File: src/rtl/calc_pkg.sv
// Shared types and constants for the parametrised button calculator.
package calc_pkg;

  typedef enum logic [1:0] {
    ENTER_A  = 2'd0,
    ENTER_B  = 2'd1,
    SHOW_RES = 2'd2
  } state_e;

  typedef enum logic [1:0] {
    OP_ADD = 2'b00,
    OP_SUB = 2'b01,
    OP_MUL = 2'b10,
    OP_AND = 2'b11
  } op_e;

  typedef enum logic [2:0] {
    ACT_NONE,
    ACT_S,
    ACT_L,
    ACT_R,
    ACT_U,
    ACT_D
  } act_e;

  localparam logic [7:0] SEG_OFF = 8'hFF;

  // Active-low {g,f,e,d,c,b,a} pattern for one hex digit.
  function automatic logic [6:0] hex7(input logic [3:0] n);
    hex7 = 7'h7F;
    case (n)
      4'h0: hex7 = 7'h40;
      4'h1: hex7 = 7'h79;
      4'h2: hex7 = 7'h24;
      4'h3: hex7 = 7'h30;
      4'h4: hex7 = 7'h19;
      4'h5: hex7 = 7'h12;
      4'h6: hex7 = 7'h02;
      4'h7: hex7 = 7'h78;
      4'h8: hex7 = 7'h00;
      4'h9: hex7 = 7'h10;
      4'hA: hex7 = 7'h08;
      4'hB: hex7 = 7'h03;
      4'hC: hex7 = 7'h46;
      4'hD: hex7 = 7'h21;
      4'hE: hex7 = 7'h06;
      4'hF: hex7 = 7'h0E;
      default: hex7 = 7'h7F;
    endcase
  endfunction

endpackage

File: src/rtl/btn_debounce.sv
// Two-flop synchroniser plus stability counter; emits a one-cycle pulse on
// each accepted rising level of a raw push button.
module btn_debounce #(
  parameter int unsigned DB_CYCLES = 1000000
) (
  input  logic clk,
  input  logic rst_n,
  input  logic btn_in,
  output logic press
);

  localparam int unsigned CNT_W = (DB_CYCLES > 1) ? $clog2(DB_CYCLES) : 1;
  localparam logic [CNT_W-1:0] CNT_LAST = CNT_W'(DB_CYCLES - 1);

  logic             r_sync0;
  logic             r_sync1;
  logic             r_level;
  logic             r_press;
  logic [CNT_W-1:0] r_cnt;
  logic             w_settle;

  // The level flips on the DB_CYCLES-th consecutive sample that disagrees with it.
  assign w_settle = (r_sync1 != r_level) && (r_cnt == CNT_LAST);

  always_ff @(posedge clk or negedge rst_n) begin
    if (!rst_n) begin
      r_sync0 <= 1'b0;
      r_sync1 <= 1'b0;
      r_level <= 1'b0;
      r_press <= 1'b0;
      r_cnt   <= '0;
    end else begin
      r_sync0 <= btn_in;
      r_sync1 <= r_sync0;
      r_press <= 1'b0;
      if (r_sync1 == r_level) begin
        r_cnt <= '0;
      end else if (w_settle) begin
        r_cnt   <= '0;
        r_level <= r_sync1;
        r_press <= r_sync1;
      end else begin
        r_cnt <= r_cnt + CNT_W'(1);
      end
    end
  end

  assign press = r_press;

endmodule

File: src/rtl/calculator_param.sv
// Button-driven hex calculator: operand entry FSM, W-bit ALU with overflow,
// and a multiplexed active-low seven-segment display.
module calculator_param
  import calc_pkg::*;
#(
  parameter int unsigned DIGITS      = 4,
  parameter int unsigned DB_CYCLES   = 1000000,
  parameter int unsigned SCAN_CYCLES = 100000
) (
  input  logic              clk,
  input  logic              rst_n,
  input  logic              btnU,
  input  logic              btnD,
  input  logic              btnL,
  input  logic              btnR,
  input  logic              btnS,
  input  logic [1:0]        sw,
  output logic [DIGITS-1:0] an,
  output logic [7:0]        seg,
  output logic              overflow
);

  localparam int unsigned W    = 4 * DIGITS;
  localparam int unsigned W2   = 2 * W;
  localparam int unsigned CW   = (DIGITS > 1) ? $clog2(DIGITS) : 1;
  localparam int unsigned SCW  = (SCAN_CYCLES > 1) ? $clog2(SCAN_CYCLES) : 1;
  localparam logic [CW-1:0]  CUR_MAX   = CW'(DIGITS - 1);
  localparam logic [SCW-1:0] SCAN_LAST = SCW'(SCAN_CYCLES - 1);

  logic w_pu, w_pd, w_pl, w_pr, w_ps;

  btn_debounce #(.DB_CYCLES(DB_CYCLES)) u_db_u (.clk(clk), .rst_n(rst_n), .btn_in(btnU), .press(w_pu));
  btn_debounce #(.DB_CYCLES(DB_CYCLES)) u_db_d (.clk(clk), .rst_n(rst_n), .btn_in(btnD), .press(w_pd));
  btn_debounce #(.DB_CYCLES(DB_CYCLES)) u_db_l (.clk(clk), .rst_n(rst_n), .btn_in(btnL), .press(w_pl));
  btn_debounce #(.DB_CYCLES(DB_CYCLES)) u_db_r (.clk(clk), .rst_n(rst_n), .btn_in(btnR), .press(w_pr));
  btn_debounce #(.DB_CYCLES(DB_CYCLES)) u_db_s (.clk(clk), .rst_n(rst_n), .btn_in(btnS), .press(w_ps));

  state_e           r_state;
  state_e           w_state_nx;
  logic [W-1:0]     r_a, r_b, r_r;
  logic [W-1:0]     w_a_nx, w_b_nx, w_r_nx;
  logic [CW-1:0]    r_cursor, w_cur_nx;
  logic             r_ovf, w_ovf_nx;
  logic [CW-1:0]    r_scan_idx;
  logic [SCW-1:0]   r_scan_cnt;
  logic [DIGITS-1:0] r_an;
  logic [7:0]       r_seg;

  act_e             w_act;
  logic [W-1:0]     w_edit;
  logic [3:0]       w_nib;
  logic [CW+1:0]    w_base;
  logic [W:0]       w_sum;
  logic [W2-1:0]    w_prod;
  logic [W-1:0]     w_res;
  logic             w_res_ovf;

  // Only the highest-priority pulse of a cycle is acted on.
  always_comb begin
    w_act = ACT_NONE;
    if (w_ps)      w_act = ACT_S;
    else if (w_pl) w_act = ACT_L;
    else if (w_pr) w_act = ACT_R;
    else if (w_pu) w_act = ACT_U;
    else if (w_pd) w_act = ACT_D;
  end

  always_comb begin
    w_sum     = {1'b0, r_a} + {1'b0, r_b};
    w_prod    = W2'(r_a) * W2'(r_b);
    w_res     = '0;
    w_res_ovf = 1'b0;
    case (op_e'(sw))
      OP_ADD: begin
        w_res     = w_sum[W-1:0];
        w_res_ovf = w_sum[W];
      end
      OP_SUB: begin
        w_res     = r_a - r_b;
        w_res_ovf = (r_a < r_b);
      end
      OP_MUL: begin
        w_res     = w_prod[W-1:0];
        w_res_ovf = |w_prod[W2-1:W];
      end
      OP_AND: begin
        w_res     = r_a & r_b;
        w_res_ovf = 1'b0;
      end
      default: ;
    endcase
  end

  always_comb begin
    w_state_nx = r_state;
    w_a_nx     = r_a;
    w_b_nx     = r_b;
    w_r_nx     = r_r;
    w_cur_nx   = r_cursor;
    w_ovf_nx   = r_ovf;
    w_base     = {r_cursor, 2'b00};
    w_edit     = (r_state == ENTER_B) ? r_b : r_a;
    w_nib      = w_edit[w_base +: 4];
    case (w_act)
      ACT_U:   w_nib = w_nib + 4'd1;
      ACT_D:   w_nib = w_nib - 4'd1;
      default: ;
    endcase
    w_edit[w_base +: 4] = w_nib;

    case (r_state)
      ENTER_A, ENTER_B: begin
        if (r_state == ENTER_A) w_a_nx = w_edit;
        else                    w_b_nx = w_edit;
        case (w_act)
          ACT_L: w_cur_nx = (r_cursor == CUR_MAX) ? '0 : r_cursor + CW'(1);
          ACT_R: w_cur_nx = (r_cursor == '0) ? CUR_MAX : r_cursor - CW'(1);
          ACT_S: begin
            w_cur_nx = '0;
            if (r_state == ENTER_A) begin
              w_state_nx = ENTER_B;
              w_b_nx     = '0;
            end else begin
              w_state_nx = SHOW_RES;
              w_r_nx     = w_res;
              w_ovf_nx   = w_res_ovf;
            end
          end
          default: ;
        endcase
      end
      SHOW_RES: begin
        if (w_act == ACT_S) begin
          w_state_nx = ENTER_A;
          w_a_nx     = r_r;
          w_cur_nx   = '0;
        end
      end
      default: w_state_nx = ENTER_A;
    endcase
  end

  always_ff @(posedge clk or negedge rst_n) begin
    if (!rst_n) r_state <= ENTER_A;
    else        r_state <= w_state_nx;
  end

  always_ff @(posedge clk or negedge rst_n) begin
    if (!rst_n) begin
      r_a      <= '0;
      r_b      <= '0;
      r_r      <= '0;
      r_cursor <= '0;
      r_ovf    <= 1'b0;
    end else begin
      r_a      <= w_a_nx;
      r_b      <= w_b_nx;
      r_r      <= w_r_nx;
      r_cursor <= w_cur_nx;
      r_ovf    <= w_ovf_nx;
    end
  end

  logic [W-1:0] w_disp_val;
  logic [3:0]   w_disp_nib;
  logic         w_dp_lit;

  always_comb begin
    w_disp_val = (r_state == SHOW_RES) ? r_r : ((r_state == ENTER_B) ? r_b : r_a);
    w_disp_nib = w_disp_val[{r_scan_idx, 2'b00} +: 4];
    if (r_state == SHOW_RES) w_dp_lit = r_ovf && (r_scan_idx == CUR_MAX);
    else                     w_dp_lit = (r_scan_idx == r_cursor);
  end

  always_ff @(posedge clk or negedge rst_n) begin
    if (!rst_n) begin
      r_scan_cnt <= '0;
      r_scan_idx <= '0;
      r_an       <= '1;
      r_seg      <= SEG_OFF;
    end else begin
      if (r_scan_cnt == SCAN_LAST) begin
        r_scan_cnt <= '0;
        r_scan_idx <= (r_scan_idx == CUR_MAX) ? '0 : r_scan_idx + CW'(1);
      end else begin
        r_scan_cnt <= r_scan_cnt + SCW'(1);
      end
      r_an  <= ~(DIGITS'(1) << r_scan_idx);
      r_seg <= {~w_dp_lit, hex7(w_disp_nib)};
    end
  end

  assign an       = r_an;
  assign seg      = r_seg;
  assign overflow = r_ovf;

endmodule

File: config.mk
export PLATFORM = sky130hd
export DESIGN_NAME = calculator_param
export DESIGN_NICKNAME = d
export VERILOG_FILES = /design/src/rtl/calc_pkg.sv /design/src/rtl/btn_debounce.sv /design/src/rtl/calculator_param.sv
export SDC_FILE = /design/constraint.sdc
export NUM_CORES = 1
export LEC_CHECK = 0
export ABC_CLOCK_PERIOD_IN_PS = 7000
export BUFFER_PORTS_ARGS = -buffer_cell sky130_fd_sc_hd__clkbuf_2
export CAP_MARGIN = 40
export CORE_MARGIN = 4
export CORE_UTILIZATION = 66
export CTS_CLUSTER_SIZE = 30
export DETAILED_ROUTE_END_ITERATION = 8
export PLACE_DENSITY = 0.85
export SYNTH_ARGS = -nofsm -noshare
export SYNTH_HDL_FRONTEND = slang
export SYNTH_SLANG_ARGS = --single-unit
File: constraint.sdc
create_clock -name clk -period 7 [get_ports clk]
set_input_delay 1.4 -clock clk [delete_from_list [all_inputs] [get_ports clk]]
set_output_delay 1.4 -clock clk [all_outputs]
set_load 0.02 [all_outputs]
### After elaboration in Yosys (flattened, before gate mapping)

Memory sizes are Yosys's and may differ from the RTL's. A register that Yosys moved wholly into a read port is not among the register bits.
Index checks and enable logic that the tools add are counted.

* register bits after elaboration: 204
* ROM bits: 112
* bits of input ports: 9
* output and inout port bits: 13
* memories: 1

Memories
* (name not given): depth 16, width 7, read ports 1, clocked after memory_dff 1, wr ports 0, RTL line calc_pkg.sv:31 `case (n)`

* $lt $le $gt $ge: 1
* equality and inequality tests: 33
* reductions and logical operators: 22
* add/sub/neg operators: 14
* bitwise operators: 9
* multiply operators: 1
* shift operators: 5
* multiplexer cells: 48

Operators by type and width (number)
* 2-to-1 mux 20 bit: 10
* 2-to-1 mux 16 bit: 7
* adder 20 x 1 -> 20 bit (second input constant): 5
* equality test 20 bit (second input constant): 5
* case mux 16 bit (4 select lines): 1
* multiplier 16 x 16 -> 32 bit: 1
* case mux 16 bit (2 select lines): 1
* indexed part select 16 x 5 -> 4 bit: 2
* adder 16 x 16 -> 17 bit: 1
* adder 17 x 1 -> 17 bit (second input constant): 1
* equality test 17 bit (second input constant): 1
* 2-to-1 mux 17 bit: 1
* AND 16 bit: 1
* bitwise mux 16 bit: 1
* < comparator 16 bit: 1
* OR reduction 16 bit: 1
* variable shift 4 x 6 -> 16 bit (first input constant): 1
* indexed part select 4 x 6 -> 16 bit: 1
* subtractor 16 bit: 1
* 2-to-1 mux 3 bit: 5
* 2-to-1 mux 2 bit: 6
* AND reduction 2 bit: 6
* 2-to-1 mux 1 bit: 11
* equality test 2 bit (second input constant): 5
* 27 further kinds: 57

### Logic depth before layout (Yosys ltp)

Gate-level depths: netlist (run 1).

* depth after elaboration: 12
* gate-level depth with buffers: 25

### Hierarchy

Synthesis (run 1) repeated with hierarchy kept, for this count alone.

* cell total of the unflattened synthesis: 2263
* area total of the unflattened synthesis: 20583.5 um2

Modules (own cells, without submodules)
* calculator_param: sequential area each 2117.0 um2, area each 14659.1 um2, times used 1, cells each 1728
* btn_debounce: sequential area each 600.6 um2, area each 1184.9 um2, times used 5, cells each 107

### Least setup slack after synthesis (run 1)

Ideal clock, no wire load.

* path kind: flip-flop to flip-flop
* start: reg r_a[8]
* end: reg r_ovf (netlist: overflow)
* setup time: 0.133 ns
* cell stages (with the launch flop): 26
* data arrival time: 6.206 ns
* buffers on the path: 3
* setup slack: 0.661 ns
* cell sequence: dfrtp_1 > clkbuf_1 > clkbuf_1 > nand2_1 > fa_1 > fa_1 > inv_1 > fa_1 > inv_1 > fa_1 > inv_1 > fa_1 > inv_1 > fa_1 > inv_1 > ha_1 > clkbuf_1 > nand3_1 > nand2_1 > or3_1 > o21a_1 > o41a_1 > a211oi_1 > o2111ai_1 > o21ai_1 > nand3_1

* word-level cells in the longest chain between the ends: 3

Ends and longest elaborated chain
* start: declaration: RTL line calculator_param.sv:40 `logic [W-1:0] r_a, r_b, r_r;`
* start signal: assignment: RTL line calculator_param.sv:156 `r_a <= w_a_nx;`
* multiplier 16 x 16 -> 32 bit: RTL line calculator_param.sv:70 `w_prod = W2'(r_a) * W2'(r_b);`
* OR reduction 16 bit: RTL line calculator_param.sv:84 `w_res_ovf = |w_prod[W2-1:W];`
* case mux 1 bit (4 select lines) *: RTL line calculator_param.sv:73 `case (op_e'(sw))`
* end signal: assignment: RTL line calculator_param.sv:160 `r_ovf <= w_ovf_nx;`
* end: declaration: RTL line calculator_param.sv:43 `logic r_ovf, w_ovf_nx;`

Every way passes the cells marked *; elsewhere a longest branch is shown, timed or not.
A chain may end at the register's enable or synchronous reset.

### Worst setup path after layout (run 1)

* start: reg r_a[10]
* end: reg r_ovf (netlist: overflow)

Same word-level chain as after synthesis.

==> qor.csv, run 1 <==
stage;metric;value;unit
synthesis;netlist.top_cell.by_area;dfrtp_1;
critical_path;crit_path_start;r_a[10];
critical_path;crit_family;adder cells;
synthesis;synth_flop_cell;dfrtp_1;
routing;wl;50200;um
critical_path;worst_path_largest_cell_delay;0.54;ns
critical_path;crit_path_start_kind;register;
critical_path;cp.depth;21;
sta;timing.final.ws_setup;0.301;ns
clocking;path_clk_slew;0.07;ns
placement;dp_cells;2666;
floorplanning;ios;22;
sta;relSlewSlack;0.422;
clocking;cts_hold_buf;0;
routing;vias;16600;
synthesis;yosys-top-cells-area;dfrtp_1, fa_1, ha_1, nand2_1, inv_1;
min_path;worstHoldStart;u_db_l.r_sync0;
grt;antenna_found_initial;0;
floorplanning;die-area;33700;sq um
synthesis;synth_cells;2306;
sta;whs;0.351;ns
synthesis;synth_nets;2672;
synthesis;ys_seq_area_frac;0.252;
grt;grt-ovfl-total;0;
clocking;clock_path_buffers;3;
placement;postPlaceCellArea;20900;sq um
sta;fmax;0.149;GHz
critical_path;crit_path_end;overflow;
grt;grt_pass1_wl;83800;um
routing;drtAntennaViolNets;0;
synthesis;yosys_warnings;0;
clocking;cts_resized;0;
cells_and_area;layout.nets;2660;
synthesis;synth_seq_cells;204;
synthesis;synth_common_cells;nand2_1, inv_1, nor2_1, fa_1, dfrtp_1;
placement;hpwl;38600;um
grt;first_global_vias;17000;
critical_path;reg2reg_to;overflow;
critical_path;crit_top_cell;fa_1;
sta;drv_slew;0;
critical_path;cp_cell_sequence;buf_4 -> and2_1 -> fa_1 -> inv_1 -> fa_1 -> fa_1 -> fa_1 -> fa_1 -> inv_1 -> fa_1 -> ha_1 -> buf_4 -> nor4_1 -> nor3_1 -> xor2_1 -> a211oi_1 -> o2111ai_1 -> a2111oi_0 -> o2111ai_1 -> o21ai_1 -> nand3_1;
floorplanning;initial_core_util;0.667;
placement;place_ws;0.155;ns
sta;tns;0;ns
grt;grt_usage;0.302;
grt;grt_start_max_net_pins;74;
cells_and_area;multi_input_area;13800;sq um
critical_path;worst_setup_path_end_kind;register;
clocking;cts_made_buffers;22;
floorplanning;die_x;184;um
power;vdd_ir_drop_max;231;uV
clocking;cts.sinks;204;
critical_path;rr_worst_depth;21;
synthesis;synth.most_common_cell;nand2_1;
critical_path;reg2reg_slack;0.30;ns
synthesis;ys_async_sr_fraction;1.00;
sta;fin_skew;0.0169;ns
critical_path;crit_buf_inv;4;
critical_path;r2r-start;r_a[10];
power;p_per_area;120;nW/um^2
placement;gp_congestion;0.999;
clocking;h-tree-depth;1;
status;outcome;complete, no violations;
sta;timing_hold_violations_final;0;
routing;via_per_inst;6.14;
critical_path;path_max_fanout;13;
cells_and_area;diodes;0;
floorplanning;core_area;30500;sq um
power;leakagePower;9.95;nW
routing;dr.first_iter.drc_count;1589;
sta;period_needed;6.70;ns
sta;worst_slew_pin_slew;0.867;ns
synthesis;syn_avg_cell_area;8.83;sq um
placement;port_buffers;21;
clocking;cts_root_buffer;clkbuf_16;
critical_path;critical_path_arrival;7.07;ns
clocking;cts_tree;done;
cells_and_area;instances_no_fill;2706;
sta;setup_viol;0;
routing;dr.pass1.iters;5;
critical_path;cp.required;7.38;ns
clocking;postCtsSetupBuffers;0;
cells_and_area;area_delta_synth_final;6.97;%
synthesis;synth_edf_count;0;
sta;post-route-period-util;0.957;
floorplanning;rows;64;
job;max_cap_violations;0;
cells_and_area;regArea;5130;sq um
routing;drc;0;
synthesis;synth_area;20400;sq um
cells_and_area;final_area;21800;sq um
synthesis;synth_top_area_frac;0.236;
sta;rsz0062_at_grt;no;
critical_path;crit_type;reg -> reg;
cells_and_area;drive_gt1_frac;0.0628;
min_path;hp-class;reg -> reg;
cells_and_area;nFillCells;2178;
routing;wl_per_cell;18.5;um
floorplanning;die_h;184;um
clocking;clock_latency;0.51;ns
synthesis;yosys.cell_types.count;75;
critical_path;worst_path_max_delay_cell;fa_1;
==> sequential cells by signal, summed over array words and instances (netlist names), 17 cells and up <==
register,cells
r_scan_cnt,17
u_db_d.r_cnt,20
u_db_l.r_cnt,20
u_db_r.r_cnt,20
u_db_s.r_cnt,20
u_db_u.r_cnt,20
==> cells by family (layout without fill, tap and decap cells) <==
family	count (synthesis)	in the layout	synth area share
xor gates and xnor gates	144	144	0.0620
muxes	37	37	0.0237
DFF	204	204	0.252
AOI/OAI and AO/OA	348	348	0.107
and+or+nand+nor	844	844	0.193
adders and majority gates	357	357	0.292
buffers and inverters	372	376	0.0701
==> area by class of cell <==
class                           count  share of cell area
Clock buffer                       30              0.0299
Clock inverter                     10             0.00879
Timing Repair Buffer               60              0.0205
Multi-Input combinational cell   1730               0.635
Sequential cell                   204               0.235
Inverter                          276              0.0476
Tap cell                          396              0.0228
==> where the power goes <==
part / switching (mW) / leakage [nW] / total (mW) / internal (mW)
registers: 0.0103 / 2.68 / 1.20 / 1.19
logic: 0.0551 / 6.85 / 0.0742 / 0.0190
clock network: 0.487 / 0.411 / 1.33 / 0.842
total: 0.553 / 9.95 / 2.60 / 2.05
==> routing by layer <==
layer / global-route usage / up-vias / share of wire
li1: - / 7556 / -
met1: 0.402 / 8109 / 0.39
met2: 0.502 / 755 / 0.48
met3: 0.0544 / 187 / 0.085
met4: 0.112 / 0 / 0.042
met5: 0 / - / 0
==> worst min-delay path by stage <==
stage / depth (start not counted) / slack, ns / to
final: 0 / 0.35 / u_db_l.r_sync1
after global routing: 0 / 0.35 / u_db_r.r_sync1
after CTS: 0 / 0.35 / u_db_r.r_sync1
after detailed placement: 0 / 0.34 / u_db_l.r_sync1
after global placement: 0 / 0.33 / u_db_r.r_sync1
after floorplan: 0 / 0.33 / u_db_d.r_sync1
==> metrics by stage <==
stage                     utilization  power (mW)
after floorplan                     -        1.25
after global placement          0.683        1.29
final                           0.714        2.60
after CTS                       0.713        2.61
after global routing            0.714        2.68
after detailed placement        0.685        1.30
==> cells in the final DEF, fill, tap and decap left out, drive strengths merged, types with 13 or more instances in the layout <==
cell / Yosys / layout
a211oi: 21 / 21
a21o: 18 / 18
a21oi: 86 / 86
and2: 84 / 84
and3: 28 / 28
and4: 13 / 13
buf: 11 / 39
clkbuf: 85 / 51
dfrtp: 192 / 192
fa: 197 / 197
ha: 160 / 160
inv: 276 / 277
mux2i: 22 / 22
nand2: 284 / 284
nand2b: 13 / 13
nand3: 63 / 63
nand4: 26 / 26
nor2: 240 / 240
nor3: 38 / 38
nor4: 15 / 15
o211ai: 14 / 14
o21ai: 115 / 115
xnor2: 66 / 66
xor2: 78 / 78
Note: power is estimated with default switching activity, not from simulation.
==> inputs of run 2 (changes only) <==
--- a/config.mk
+++ b/config.mk
@@ -5,7 +5,8 @@
 export SDC_FILE = /design/constraint.sdc
 export NUM_CORES = 1
 export LEC_CHECK = 0
-export ABC_CLOCK_PERIOD_IN_PS = 7000
+export ABC_AREA = 1
+export ABC_CLOCK_PERIOD_IN_PS = 6550
 export BUFFER_PORTS_ARGS = -buffer_cell sky130_fd_sc_hd__clkbuf_2
 export CAP_MARGIN = 40
 export CORE_MARGIN = 4
==> constraint.sdc (replaced) <==
create_clock -name clk -period 6.55 [get_ports clk]
set_input_delay 1.31 -clock clk [delete_from_list [all_inputs] [get_ports clk]]
set_output_delay 1.31 -clock clk [all_outputs]
set_load 0.02 [all_outputs]
==> run 2 against run 1 <==
Compared with the run above: register-to-register slack gained 0.06 ns; area after synthesis grew 4.9%; clock power shrank 6%; critical path depth grew 4; flip-flop and latch count is the same; largest cell class unchanged.
==> qor.csv, run 2 <==
stage;metric;value;unit
sta;tns;0;ns
cells_and_area;final_area;22600;sq um
floorplanning;core_area;31700;sq um
cells_and_area;layout_commonest_cell;nand2_1;
clocking;cts_tree;done;
sta;period_needed;6.19;ns
min_path;hold_depth;0;
critical_path;reg2reg_to;overflow;
grt;antenna_found_initial;1;
critical_path;crit_type;reg -> reg;
critical_path;critical_path_arrival;6.62;ns
power;p_int;2.00;mW
routing;drc;0;
clocking;clock_latency;0.54;ns
synthesis;syn_avg_cell_area;7.26;sq um
synthesis;synth_edf_count;0;
synthesis;synth_common_cells;nand2_1, inv_1, nor2_1, fa_1, dfrtp_1;
synthesis;yosys-top-cells-area;dfrtp_1, fa_1, nand2_1, inv_1, ha_1;
routing;vias;19300;
placement;gp_congestion;0.990;
grt;grt_start_max_net_pins;122;
clocking;clock_path_buffers;3;
routing;wl;60200;um
sta;timing_hold_violations_final;0;
clocking;cts_hold_buf;0;
sta;fin_skew;0.0245;ns
floorplanning;die_x;188;um
power;switchingPower;0.605;mW
status;outcome;complete, no violations;
synthesis;synth_nets;3306;
floorplanning;die_h;188;um
critical_path;rr_worst_depth;25;
floorplanning;rows;65;
power;clockPowerShare;0.478;
floorplanning;die-area;35300;sq um
cells_and_area;diodes;0;
job;max_cap_violations;0;
grt;first_global_vias;19500;
critical_path;r2r-start;r_b[9];
clocking;cts.sinks;204;
clocking;path_clk_slew;0.07;ns
synthesis;ys_seq_area_frac;0.240;
power;swShare;0.232;
synthesis;yosys_warnings;0;
sta;worst_slew_pin_slew;0.875;ns
sta;setup_viol;0;
synthesis;ys_async_sr_fraction;1.00;
routing;dr.first_iter.drc_count;2058;
min_path;hp-class;reg -> reg;
cells_and_area;area_delta_synth_final;5.69;%
grt;grt_usage;0.344;
cells_and_area;mostFrequentLayoutCells;nand2_1, inv_1, nor2_1;
sta;drv_slew;0;
min_path;worstHoldStart;u_db_l.r_sync0;
floorplanning;ios;22;
grt;grt-ovfl-total;0;
routing;via_per_inst;5.80;
power;leakagePower;11.9;nW
power;vdd_ir_drop_max;211;uV
floorplanning;initial_core_util;0.673;
synthesis;yosys.cell_types.count;48;
synthesis;synth_flop_cell;dfrtp_1;
sta;rsz0062_at_grt;no;
clocking;cts_root_buffer;clkbuf_16;
power;seqPwrFrac;0.491;
critical_path;crit_path_start_kind;register;
synthesis;synth_seq_cells;204;
placement;hpwl;47000;um
synthesis;synth.most_common_cell;nand2_1;
synthesis;synth_top_area_frac;0.225;
sta;fmax;0.161;GHz
placement;port_buffers;21;
power;p_per_area;115;nW/um^2
routing;wl_per_cell;18.0;um
sta;post-route-period-util;0.946;
sta;relSlewSlack;0.417;
critical_path;path_max_fanout;14;
grt;grt_pass1_wl;99100;um
routing;dr.pass1.iters;6;
placement;postPlaceCellArea;21800;sq um
critical_path;worst_setup_path_end_kind;register;
critical_path;reg2reg_slack;0.36;ns
routing;drtAntennaViolNets;0;
clocking;postCtsSetupBuffers;0;
min_path;whs_endpoint;u_db_l.r_sync1;
cells_and_area;layout.nets;3285;
clocking;h-tree-depth;1;
synthesis;netlist.top_cell.by_area;dfrtp_1;
critical_path;cp.required;6.97;ns
synthesis;synth_area;21300;sq um
clocking;cts_made_buffers;22;
cells_and_area;drive_gt1_frac;0.0409;
power;p_comb_frac;0.031;
synthesis;synth_cells;2940;
==> run 2: worst max-delay path by stage <==
stage	startpoint	endpoint	slack [ns]	cells after the start
after global routing	r_b[10]	overflow	0.009	23
final	r_b[9]	overflow	0.36	25
after floorplan	r_a[8]	overflow	0.81	31
after global placement	r_a[11]	overflow	0.38	25
after CTS	r_a[11]	overflow	0.27	26
after detailed placement	r_a[11]	overflow	0.30	26
==> run 2: cells by family after synthesis <==
group / share of synthesized area
XOR/XNOR: 0.0168
AND/OR/NAND/NOR: 0.242
buffers and inverters: 0.129
multiplexers: 0.000469
AO/OA/AOI/OAI: 0.0932
flip-flops: 0.240
adder cells (fa/ha/maj): 0.279
==> run 2: per-layer routing <==
layer / track usage / share of wire
met1: 0.471 / 0.41
met2: 0.563 / 0.47
met3: 0.0568 / 0.084
met4: 0.116 / 0.038
met5: 0 / 0.00023
==> run 2: power by group through the flow <==
stage               logic, mW  clock network (mW)  registers, mW
floorplan              0.0349                   0           1.30
finish                 0.0813                1.25           1.28
CTS                    0.0820                1.26           1.28
global route           0.0923                1.32           1.28
detailed placement     0.0815                   0           1.30
global placement       0.0782                   0           1.30
==> run 2: metrics by stage <==
step                      hold slack, ns  worst slack, ns  utilization  power, mW  std cells
after floorplan                    0.331            0.812            -       1.33       2940
after global placement             0.337            0.378        0.688       1.38       3295
after detailed placement           0.349            0.297        0.688       1.38       3296
after CTS                          0.363            0.269        0.711       2.62       3335
after global routing               0.358          0.00895        0.711       2.70       3336
final                              0.359            0.357        0.711       2.61       3336
==> run 2: cell type report <==
cell class / instances / area (sq um)
clock inverter: 8 / 98.8
tap: 402 / 503
fill: 2473 / 9160
timing repair buffer: 54 / 372
sequential: 204 / 5120
multi-input combinational: 2008 / 13500
inverter: 629 / 2360
clock buffer: 31 / 624
==> run 2: critical path, stage by stage (launching register included) <==
cell and delay [ns]:
dfrtp_1 0.82, ha_1 0.34, fa_1 0.42, inv_1 0.08
fa_1 0.44, fa_1 0.49, fa_1 0.52, fa_1 0.54
inv_1 0.05, fa_1 0.47, ha_1 0.40, nand2_1 0.14
nor2_1 0.25, nand2_1 0.15, nor2_1 0.12, nand2_1 0.08
nand4_1 0.10, nand2_1 0.06, inv_1 0.07, nand2_1 0.07
nor2_1 0.10, nand3_1 0.10, nand2_1 0.07, nand2_1 0.06
nand2_1 0.08, nand2_1 0.05
==> run 2: what timing repair did <==
item                                   CTS  global route
resized for setup                        0             5
setup endpoints to repair                0             2
endpoints found under the hold margin    0             0
